--- src/rtl/hazard_ctl_if.sv ---
// ID/EX hazard-control bundle between the core pipeline (master) and hazard_ctl (slave).
interface hazard_ctl_if #(
  parameter int unsigned REG_AW = 5,
  parameter int unsigned CNT_W  = 16
);
  logic              id_valid;
  logic [REG_AW-1:0] id_rs1;
  logic [REG_AW-1:0] id_rs2;
  logic              id_rs1_used;
  logic              id_rs2_used;
  logic [REG_AW-1:0] id_rd;
  logic              id_reg_wen;
  logic [1:0]        id_wb_sel;
  logic              ex_pc_sel;
  logic              stall_if;
  logic              stall_id;
  logic              flush_id;
  logic              flush_ex;
  logic [1:0]        fwd_a_sel;
  logic [1:0]        fwd_b_sel;
  logic [CNT_W-1:0]  stall_cnt;

  modport master (
    output id_valid, id_rs1, id_rs2, id_rs1_used, id_rs2_used, id_rd, id_reg_wen,
           id_wb_sel, ex_pc_sel,
    input  stall_if, stall_id, flush_id, flush_ex, fwd_a_sel, fwd_b_sel, stall_cnt
  );

  modport slave (
    input  id_valid, id_rs1, id_rs2, id_rs1_used, id_rs2_used, id_rd, id_reg_wen,
           id_wb_sel, ex_pc_sel,
    output stall_if, stall_id, flush_id, flush_ex, fwd_a_sel, fwd_b_sel, stall_cnt
  );
endinterface

--- src/rtl/hazard_ctl.sv ---
// Hazard controller for the rv32 5-stage pipeline: stall/flush decisions and EX operand forwarding.
// HAZARD_FWD_EN defined: forwarding enabled, only load-use stalls; undefined: stall until producer is in WB.
module hazard_ctl #(
  parameter int unsigned REG_AW = 5,
  parameter logic [1:0]  WB_MEM = 2'b00,
  parameter int unsigned CNT_W  = 16
) (
  input logic       clk,
  input logic       rst_n,
  hazard_ctl_if.slave hz
);

  typedef struct packed {
    logic              v;
    logic [REG_AW-1:0] rd;
    logic              wen;
    logic              ld;
    logic [REG_AW-1:0] rs1;
    logic [REG_AW-1:0] rs2;
    logic              u1;
    logic              u2;
  } slot_t;

  slot_t            ex_q, mem_q, wb_q, id_slot;
  logic [CNT_W-1:0] cnt_q;
  logic             hazard_c, stall_c;
  logic             unused_slot_bits;

  // x0 is hardwired zero, so a slot targeting it never produces a dependency
  function automatic logic writes(input slot_t s, input logic [REG_AW-1:0] r);
    return s.v & s.wen & (s.rd == r) & (r != '0);
  endfunction

  function automatic logic [1:0] fwd_pick(input slot_t ex, input slot_t mem, input slot_t wb,
                                          input logic used, input logic [REG_AW-1:0] r);
    logic [1:0] sel;
    sel = 2'b00;
    if (ex.v && used) begin
      if (writes(mem, r))     sel = 2'b01;
      else if (writes(wb, r)) sel = 2'b10;
    end
    return sel;
  endfunction

  // Decoded ID fields as they would enter the EX slot
  always_comb begin
    id_slot     = '0;
    id_slot.v   = 1'b1;
    id_slot.rd  = hz.id_rd;
    id_slot.wen = hz.id_reg_wen;
    id_slot.ld  = (hz.id_wb_sel == WB_MEM);
    id_slot.rs1 = hz.id_rs1;
    id_slot.rs2 = hz.id_rs2;
    id_slot.u1  = hz.id_rs1_used;
    id_slot.u2  = hz.id_rs2_used;
  end

  always_comb begin
    hazard_c = 1'b0;
`ifdef HAZARD_FWD_EN
    hazard_c = ex_q.ld & ((hz.id_rs1_used & writes(ex_q, hz.id_rs1)) |
                          (hz.id_rs2_used & writes(ex_q, hz.id_rs2)));
`else
    hazard_c = (hz.id_rs1_used & (writes(ex_q, hz.id_rs1) | writes(mem_q, hz.id_rs1))) |
               (hz.id_rs2_used & (writes(ex_q, hz.id_rs2) | writes(mem_q, hz.id_rs2)));
`endif
  end

  // A redirect squashes the wrong-path ID instruction, so it overrides any stall
  assign stall_c = rst_n & hz.id_valid & hazard_c & ~hz.ex_pc_sel;

  always_comb begin
    hz.stall_if  = 1'b0;
    hz.stall_id  = 1'b0;
    hz.flush_id  = 1'b0;
    hz.flush_ex  = 1'b0;
    hz.fwd_a_sel = 2'b00;
    hz.fwd_b_sel = 2'b00;
    if (rst_n) begin
      hz.stall_if = stall_c;
      hz.stall_id = stall_c;
      hz.flush_id = hz.ex_pc_sel;
      hz.flush_ex = hz.ex_pc_sel | stall_c;
`ifdef HAZARD_FWD_EN
      hz.fwd_a_sel = fwd_pick(ex_q, mem_q, wb_q, ex_q.u1, ex_q.rs1);
      hz.fwd_b_sel = fwd_pick(ex_q, mem_q, wb_q, ex_q.u2, ex_q.rs2);
`endif
    end
  end

  assign hz.stall_cnt = cnt_q;

  // Scoreboard shift and saturating stall counter
  always_ff @(posedge clk or negedge rst_n) begin
    if (!rst_n) begin
      ex_q  <= '0;
      mem_q <= '0;
      wb_q  <= '0;
      cnt_q <= '0;
    end else begin
      wb_q  <= mem_q;
      mem_q <= ex_q;
      ex_q  <= (hz.id_valid && !stall_c && !hz.ex_pc_sel) ? id_slot : '0;
      if (stall_c && (cnt_q != '1)) cnt_q <= cnt_q + CNT_W'(1);
    end
  end

  assign unused_slot_bits = ^{ex_q, mem_q, wb_q};

endmodule
--- src/flat_wrapper.sv ---
// flat-port wrapper written by rule: the top's interface ports become plain ports
module hazard_ctl_flat 
#(
  parameter int unsigned REG_AW = 5,
  parameter logic [1:0]  WB_MEM = 2'b00,
  parameter int unsigned CNT_W  = 16
)
  (clk, rst_n, hz_id_valid, hz_id_rs1, hz_id_rs2, hz_id_rs1_used, hz_id_rs2_used, hz_id_rd, hz_id_reg_wen, hz_id_wb_sel, hz_ex_pc_sel, hz_stall_if, hz_stall_id, hz_flush_id, hz_flush_ex, hz_fwd_a_sel, hz_fwd_b_sel, hz_stall_cnt);
  hazard_ctl_if #(.REG_AW(REG_AW), .CNT_W(CNT_W)) hz_i ();
  input logic clk;
  input logic rst_n;
  input wire logic [$bits(hz_i.id_valid)-1:0] hz_id_valid;
  input wire logic [$bits(hz_i.id_rs1)-1:0] hz_id_rs1;
  input wire logic [$bits(hz_i.id_rs2)-1:0] hz_id_rs2;
  input wire logic [$bits(hz_i.id_rs1_used)-1:0] hz_id_rs1_used;
  input wire logic [$bits(hz_i.id_rs2_used)-1:0] hz_id_rs2_used;
  input wire logic [$bits(hz_i.id_rd)-1:0] hz_id_rd;
  input wire logic [$bits(hz_i.id_reg_wen)-1:0] hz_id_reg_wen;
  input wire logic [$bits(hz_i.id_wb_sel)-1:0] hz_id_wb_sel;
  input wire logic [$bits(hz_i.ex_pc_sel)-1:0] hz_ex_pc_sel;
  output wire logic [$bits(hz_i.stall_if)-1:0] hz_stall_if;
  output wire logic [$bits(hz_i.stall_id)-1:0] hz_stall_id;
  output wire logic [$bits(hz_i.flush_id)-1:0] hz_flush_id;
  output wire logic [$bits(hz_i.flush_ex)-1:0] hz_flush_ex;
  output wire logic [$bits(hz_i.fwd_a_sel)-1:0] hz_fwd_a_sel;
  output wire logic [$bits(hz_i.fwd_b_sel)-1:0] hz_fwd_b_sel;
  output wire logic [$bits(hz_i.stall_cnt)-1:0] hz_stall_cnt;
  assign hz_i.id_valid = hz_id_valid;
  assign hz_i.id_rs1 = hz_id_rs1;
  assign hz_i.id_rs2 = hz_id_rs2;
  assign hz_i.id_rs1_used = hz_id_rs1_used;
  assign hz_i.id_rs2_used = hz_id_rs2_used;
  assign hz_i.id_rd = hz_id_rd;
  assign hz_i.id_reg_wen = hz_id_reg_wen;
  assign hz_i.id_wb_sel = hz_id_wb_sel;
  assign hz_i.ex_pc_sel = hz_ex_pc_sel;
  assign hz_stall_if = hz_i.stall_if;
  assign hz_stall_id = hz_i.stall_id;
  assign hz_flush_id = hz_i.flush_id;
  assign hz_flush_ex = hz_i.flush_ex;
  assign hz_fwd_a_sel = hz_i.fwd_a_sel;
  assign hz_fwd_b_sel = hz_i.fwd_b_sel;
  assign hz_stall_cnt = hz_i.stall_cnt;
  hazard_ctl #(.REG_AW(REG_AW), .WB_MEM(WB_MEM), .CNT_W(CNT_W)) u_core (.clk(clk), .rst_n(rst_n), .hz(hz_i));
endmodule
--- config.mk ---
export PLATFORM = sky130hd
export DESIGN_NAME = hazard_ctl_flat
export DESIGN_NICKNAME = d
export VERILOG_FILES = /design/src/rtl/hazard_ctl_if.sv /design/src/rtl/hazard_ctl.sv /design/src/flat_wrapper.sv
export SDC_FILE = /design/constraint.sdc
export NUM_CORES = 1
export LEC_CHECK = 0
export CELL_PAD_IN_SITES_DETAIL_PLACEMENT = 1
export CELL_PAD_IN_SITES_GLOBAL_PLACEMENT = 1
export CORE_MARGIN = 2
export CORE_UTILIZATION = 32
export CTS_CLUSTER_DIAMETER = 100
export DETAILED_ROUTE_END_ITERATION = 12
export PLACE_DENSITY = 0.84
export SYNTH_ARGS = -nofsm -noshare
export SYNTH_HDL_FRONTEND = slang
export SYNTH_SLANG_ARGS = --single-unit
--- constraint.sdc ---
create_clock -name clk -period 1.7 [get_ports clk]
set_input_delay 0.34 -clock clk [delete_from_list [all_inputs] [get_ports clk]]
set_output_delay 0.34 -clock clk [all_outputs]
set_load 0.005 [all_outputs]
-- Yosys cells after proc, flatten, opt, wreduce, memory -nomap -nowiden
Cells that the tools add are included.
- memory bits (writable): 0
- bits in latches: 0
- memory bits (read-only): 0
- bits of input ports: 24
- bits in registers: 30
- memories: 0
- reductions and logical operators: 8
- divide/modulo/power cells: 0
- bitwise logic cells: 20
- order comparisons: 0
- shifts and indexed selects: 0
- $add $sub $neg: 1
- eq/ne operators: 5
- multiplexer cells: 4
- $mul: 0
- operator list (operator ; count):
    equality test 5 bit ; 4
    two-way mux 20 bit ; 1
    adder 16 x 1 -> 16 bit (second input constant) ; 1
    != test 16 bit (second input constant) ; 1
    bitwise AND 1 bit ; 15
    nonzero test 5 bit ; 2
    bitwise OR 1 bit ; 4
    logical AND 1 bit ; 3
    two-way mux 1 bit ; 3
    logical NOT 1 bit ; 2
    logical NOT 2 bit ; 1
    inverter 1 bit ; 1

-- Depth between registers and ports, before layout
- word-level depth: 12
- gate-level depth with buffers: 7
- gate-level depth less buffers: 7

-- Worst setup path after synthesis
No wires, ideal clock.
- kind: register to register
- from: reg u_core.ex_q[18] (netlist bit)
- to: reg u_core.cnt_q[1] (netlist: u_core.hz.stall_cnt[1])
- arrival: 1.759 ns
- period minus slack after synthesis: 1.884 ns
- stages on the path, launching flop included: 7
- data required time: 1.575 ns
- slack: -0.184 ns
- buffers on the path: 0
- path through: dfrtp_1 xor2_1 nor4_2 a22oi_1 o32ai_4 nand2_1 mux2_4
- longest elaborated chain between the ends: 9
- elaborated cells on any way between the ends: 14
- ends and longest elaborated chain (item ; line ; source):
    from (decl) ; hazard_ctl.sv:24 ; slot_t ex_q, mem_q, wb_q, id_slot;
    from (signal assigned) ; hazard_ctl.sv:103 ; ex_q <= (hz.id_valid && !stall_c && !hz.ex_pc_sel) ? id_slot : '0;
    equality test 5 bit ; hazard_ctl.sv:31 ; return s.v & s.wen & (s.rd == r) & (r != '0);
    bitwise AND 1 bit (2 in a row) ; hazard_ctl.sv:31 ;
    bitwise OR 1 bit, on equally long branches ; hazard_ctl.sv:64, hazard_ctl.sv:65 ;
    bitwise AND 1 bit, on equally long branches ; hazard_ctl.sv:64, hazard_ctl.sv:65 ;
    bitwise OR 1 bit * ; hazard_ctl.sv:64 ; hazard_c = (hz.id_rs1_used & (writes(ex_q, hz.id_rs1) | writes(mem_q, hz.id_rs1))) |
    bitwise AND 1 bit * (2 in a row) ; hazard_ctl.sv:70 ; assign stall_c = rst_n & hz.id_valid & hazard_c & ~hz.ex_pc_sel;
    logical AND 1 bit * ; hazard_ctl.sv:104 ; if (stall_c && (cnt_q != '1)) cnt_q <= cnt_q + CNT_W'(1);
    to (signal assigned) ; hazard_ctl.sv:104 ;
    to (decl) ; hazard_ctl.sv:25 ; logic [CNT_W-1:0] cnt_q;
Mark *: on every way between the ends. The rest lies on a longest branch, timed or not.
A chain may end at the register's enable or synchronous reset.

-- Worst setup path after layout
- from: reg u_core.ex_q[16] (netlist bit)
- to: out hz_flush_ex
- longest elaborated chain between the ends: 10
- elaborated cells on any way between the ends: 15
- ends and longest elaborated chain (item ; line ; source):
    equality test 5 bit ; hazard_ctl.sv:31 ;
    bitwise AND 1 bit (2 in a row) ; hazard_ctl.sv:31 ;
    bitwise OR 1 bit, on equally long branches ; hazard_ctl.sv:64, hazard_ctl.sv:65 ;
    bitwise AND 1 bit, on equally long branches ; hazard_ctl.sv:64, hazard_ctl.sv:65 ;
    bitwise OR 1 bit * ; hazard_ctl.sv:64 ;
    bitwise AND 1 bit * (2 in a row) ; hazard_ctl.sv:70 ;
    bitwise OR 1 bit * ; hazard_ctl.sv:83 ; hz.flush_ex = hz.ex_pc_sel | stall_c;
    two-way mux 1 bit * ; hazard_ctl.sv:79 ; if (rst_n) begin
    to (decl) ; flat_wrapper.sv:24 ; output wire logic [$bits(hz_i.flush_ex)-1:0] hz_flush_ex;
Marked as above.

==> summary.txt <==
max_cap viols - 0
Max Clock Freq - 444 MHz
met2 wire len - 2.70 mm
NetSw - 0.364 mW
kind of critical path - register to output port
leakage - 1.19 nW
R2R Path Start - u_core.ex_q[15]
final setup margin - -0.552 ns
standard-cell rows - 25
HPWL after DPL - 3.33 mm
utilization after layout - 55.2%
setup slack, reg-to-reg - -0.47 ns
PortBufs - 41
clk sinks - 30
sw frac - 24.8%
die area - 0.00540 mm2
GP Congestion - 0.758
Post-synth top cells - 30 x dfrtp_1, 20 x xor2_1, 14 x xnor2_1, 11 x nand2_1
Final Max Tran Viols - 0
sequential share of power - 50.5%
share of layout cells above drive strength 1 - 41.4%
synthesized flop and latch total - 30
Tcrit/Tclk final - 132%
I/O pin total - 48
Primary FF master, synth - dfrtp_1
Fin Setup TNS - -9.30 ns
Top Family by Delay on Critical Path - flip-flops
outcome - finished, violations left
CP startpoint kind - register
ANT nets after route - 0
Setup crit start - u_core.ex_q[16]
global-route wire length before repair - 7.82 mm
Clk pin slew, worst setup/hold paths - 0.07 ns
Die H - 73.5 um
DRC viols - 0
Yosys top cell by area - dfrtp_1
r2r endpoint - u_core.hz.stall_cnt[1]
post-layout net count - 257
failing checks - setup timing
Total Routing Usage GR - 19.9%
cell count after synthesis - 141
ranking of synthesized cells by area - dfrtp_1 49%, xor2_1 11%, xnor2_1 7.9%
largest net degree at the start of global routing - 30
Max Used Layer - met4
crit-path cells - xor2_1, nor4_2, a22oi_2, o22ai_2, buf_4, a21oi_2, nor2b_1, buf_2
Max clock buf depth - 2
max_slew headroom - 61.0%
Initial Util - 32.9%
Area after DPL - 0.00229 mm2
RSZ-0062 raised after global routing - yes
P&R area growth vs syn - 67.5%
number of setup violations in the final report - 26
post-synth top area share - 48.6%
Avg Synthesized Cell Area - 11.0 um2
Worst-Skew Late Latency - 0.28 ns
internal power - 1.10 mW
slowest CP cell - dfrtp_2
Power per Cell Area - 567 mW/mm2
core box area - 0.00469 mm2
Die Wd - 73.5 um
Post-Syn Area - 0.00155 mm2
Worst Path Required - 1.36 ns
H-tree levels - 2
YS warnings - 0
Crit Path Max Fanout - 3
Worst Clk Skew - 0.0111 ns
ant diodes - 0
Critical Path Sink - hz_flush_ex
via-per-instance ratio - 4.79
Worst Path Arrival - 1.91 ns
TritonRoute pass-1 iters - 2
met3 routed WL - 142 um
Post-Route WL - 4.94 mm
initial antenna violation count - 0
minimum clock period - 2.25 ns
R2R depth - 8
slew at the pin closest to its max-slew limit - 0.570 ns
FFs w/ async S/R, synth - 100%
Cell variety after synth - 32
fin area - 0.00259 mm2
Max stage delay on crit path - 0.44 ns
Via Count - 1,369
Clock power frac - 36.5%
Routed WL per cell - 17.3 um
vias in the first global route - 1,550
Hold Path Class - input port to async pin
grt total ovfl - 0
combinational share of power - 13.0%
worst path buffer plus inverter count - 2
IR drop worst, VDD - 0.430 mV
CP endpoint kind - output port
clock root buffer - clkbuf_8
number of synthesized flops with an enable pin - 0
most common cell in the netlist - dfrtp_1
number of stages on the worst setup path - 8
final hold vios - 0
DR iter-0 viols - 51
CTS tree - yes
M1 wire length - 2.03 mm
CTS Buf Count - 5
post-synthesis sequential area ratio - 48.6%
fill count - 500
## registers in the layout, indices dropped and copies added (netlist names)
signal               cells
u_core.ex_q              7
u_core.hz.stall_cnt     16
u_core.mem_q             7
## metal layers
layer  global-route usage, %  vias up
met3                    3.70        5
met4                    6.67        0
met2                    36.9       29
met1                    22.8      678
met5                       0        -
li1                        -      657
## power groups by stage
stage / clock network, mW / logic [mW] / registers (mW)
6_report: 0.535 / 0.191 / 0.741
5_1_grt: 0.585 / 0.207 / 0.742
2_1_floorplan: 0 / 0.0568 / 0.750
3_5_place_dp: 0 / 0.164 / 0.754
4_1_cts: 0.552 / 0.178 / 0.741
3_3_place_gp: 0 / 0.160 / 0.752
## worst register-to-register path: cells and delay by family (launching register included)
family	cells	cell delay, ns
buf+inv	2	0.34
flops	1	0.44
simple gates	2	0.37
xor+xnor	1	0.16
compound gates	2	0.45
mux	1	0.29
## how the worst min path moves through the flow
| stage | end | depth (start not counted) |
|---|---|---|
| after floorplan | u_core.ex_q[13] | 0 |
| after global routing | u_core.mem_q[19] | 2 |
| after global placement | u_core.mem_q[19] | 0 |
| after detailed placement | u_core.mem_q[19] | 0 |
| after CTS | u_core.mem_q[14] | 2 |
| final | u_core.mem_q[19] | 2 |
## layout by cell type (no fill, tap or decap), types with 7 or more instances in the layout
master | synthesis | final
buf_4 | 5 | 35
dfrtp_1 | 30 | 28
clkdlybuf4s50_1 | 0 | 26
xor2_1 | 20 | 19
xnor2_1 | 14 | 12
nand2_1 | 11 | 9
buf_6 | 1 | 8
nand4_1 | 7 | 7
buf_2 | 0 | 7
## area by class of cell
class	count	area [um2]	area share, %
multi-input cells	107	921	35.6
repair buffers	87	764	29.5
flip-flops and latches	30	753	29.1
clock inverters	2	10.0	0.387
inverters	1	3.75	0.145
clock buffers	5	68.8	2.66
well taps	54	67.6	2.61
## cells by family after synthesis
family / Yosys count / synth area share (%)
other: 1 / 0.243
AO/OA/AOI/OAI: 9 / 5.51
AND/OR/NAND/NOR: 57 / 20.5
XOR/XNOR: 34 / 19.3
adder cells (fa/ha/maj): 1 / 0.810
flip-flops: 30 / 48.6
buffers and inverters: 7 / 3.40
multiplexers: 2 / 1.70
## per-stage QoR
step	setup slack, ns	hold WS, ns	power, mW	std cells
after global routing	-0.637	0.156	1.53	286
after detailed placement	-1.15	0.373	0.918	268
after floorplan	-0.171	0.0444	0.807	144
after CTS	-0.569	0.0957	1.47	282
final	-0.552	0.119	1.47	286
after global placement	-1.05	0.358	0.911	268
## what timing repair did
| action | in CTS | in global routing |
|---|---|---|
| gates resized for setup | 71 | 10 |
| setup endpoints to repair | 27 | 27 |
| endpoints found under the hold margin | 0 | 1 |
| cloned | 1 | 0 |
| hold buffers | 0 | 1 |
| pin swaps | 37 | 17 |
| setup buffers | 6 | 4 |
Note: power is estimated with default switching activity, not from simulation.
==> variant: new RTL, same settings <==
Add a define of `HAZARD_FWD_EN`.
--- a/src/rtl/hazard_ctl.sv
+++ b/src/rtl/hazard_ctl.sv
@@ -2,2 +2,4 @@
 // HAZARD_FWD_EN defined: forwarding enabled, only load-use stalls; undefined: stall until producer is in WB.
+`define HAZARD_FWD_EN
+
 module hazard_ctl #(
Function: changed (a bounded check fails within 4 cycles, from zero or initial values and one cycle with rst_n low).
==> variant against the original RTL <==
The flow still finishes with violations (negative setup slack). Area after synthesis up 48%. Power up 59%. Worst setup slack worse by 62 ps. Routed wire length up 57%. Final area up 40%. Clock power up 36%. Largest power group unchanged. Sequential cell count up 20. Critical path type unchanged.
==> variant: results (changes against the original RTL) <==
[detailed_routing]
met1_length_mm=3.06  ; was 2.03 mm
drt_pass1_iterations=4  ; was 2
dr_wl_met3_um=266  ; was 142 µm
wl_per_cell_um=19.5  ; was 17.3 µm
routed-wl-met2_mm=4.14  ; was 2.70 mm
num_vias=1987  ; was 1369

[cells_and_area]
flops_and_latches=50  ; was 30
multi_input_area_um2=1220  ; was 921 µm²
nClkBuffers=6  ; was 5
seq_area_share_pct=34.6  ; was 29.1%
n_all_buffers=103  ; was 87

[placed_design]
portBuffers=47  ; was 41
pre_cts_ws_ps=-1050  ; was -1150 ps

[critical_path]
rr_worst_depth=9  ; was 8
rrSetupSlack_ps=-590  ; was -470 ps
slowest_stage=or4_4  ; was dfrtp_2

[logic_synthesis]
netlist_top_cells_area=dfrtp_1 (55%), xnor2_1 (13%), and3_1 (7.9%), nand4_1 (4.1%), xor2_1 (3.4%)  ; was dfrtp_1 (49%), xor2_1 (11%), xnor2_1 (7.9%), and2_1 (2.8%), nand4_1 (2.8%)
ys_types=31  ; was 32
synth_mux_area_share_pct=0.493  ; was 1.70%
synth_fa_ha_area_share_pct=0.547  ; was 0.810%

[timing]
tns_ps=-14760  ; was -9300 ps
finalSetupViolCount=43  ; was 26
skew_ps=4.72  ; was 11.1 ps
finalWorstSetupSlack_ps=-614  ; was -552 ps

[run_status]
outcome=finished, violations left  ; unchanged
violations=negative setup slack  ; unchanged

[power]
p_sw_uw=592  ; was 364 µW

[global_route]
grt_pass1_wl_mm=11.3  ; was 7.82 mm
grt_max_degree=27  ; was 30

-- variant: cell count changes after synthesis, sizes merged, moves of 3 or more --
cell | before | now
xor2 | 20 | 9
clkbuf | 0 | 5
buf | 6 | 3
and3 | 4 | 29
nor2 | 6 | 9
nor3 | 1 | 4
nand4 | 7 | 15
nand2 | 11 | 7
nand3b | 3 | 0
dfrtp | 30 | 50
xnor2 | 14 | 35
-- variant: what timing repair did --
| action | 4_1_cts | 5_1_grt |
|---|---|---|
| resized for setup | 65 | 25 |
| pin swaps | 28 | 19 |
| cloned | 1 | 1 |
| setup endpoints to repair | 44 | 46 |
| hold endpoints to repair | 0 | 0 |
| buffers inserted | 8 | 5 |
-- variant: layer usage --
layer / track usage [%] / vias to the layer above
li1: - / 904
met1: 22.5 / 1001
met2: 35.9 / 61
met3: 3.82 / 21
met4: 6.75 / 0
met5: 0 / -
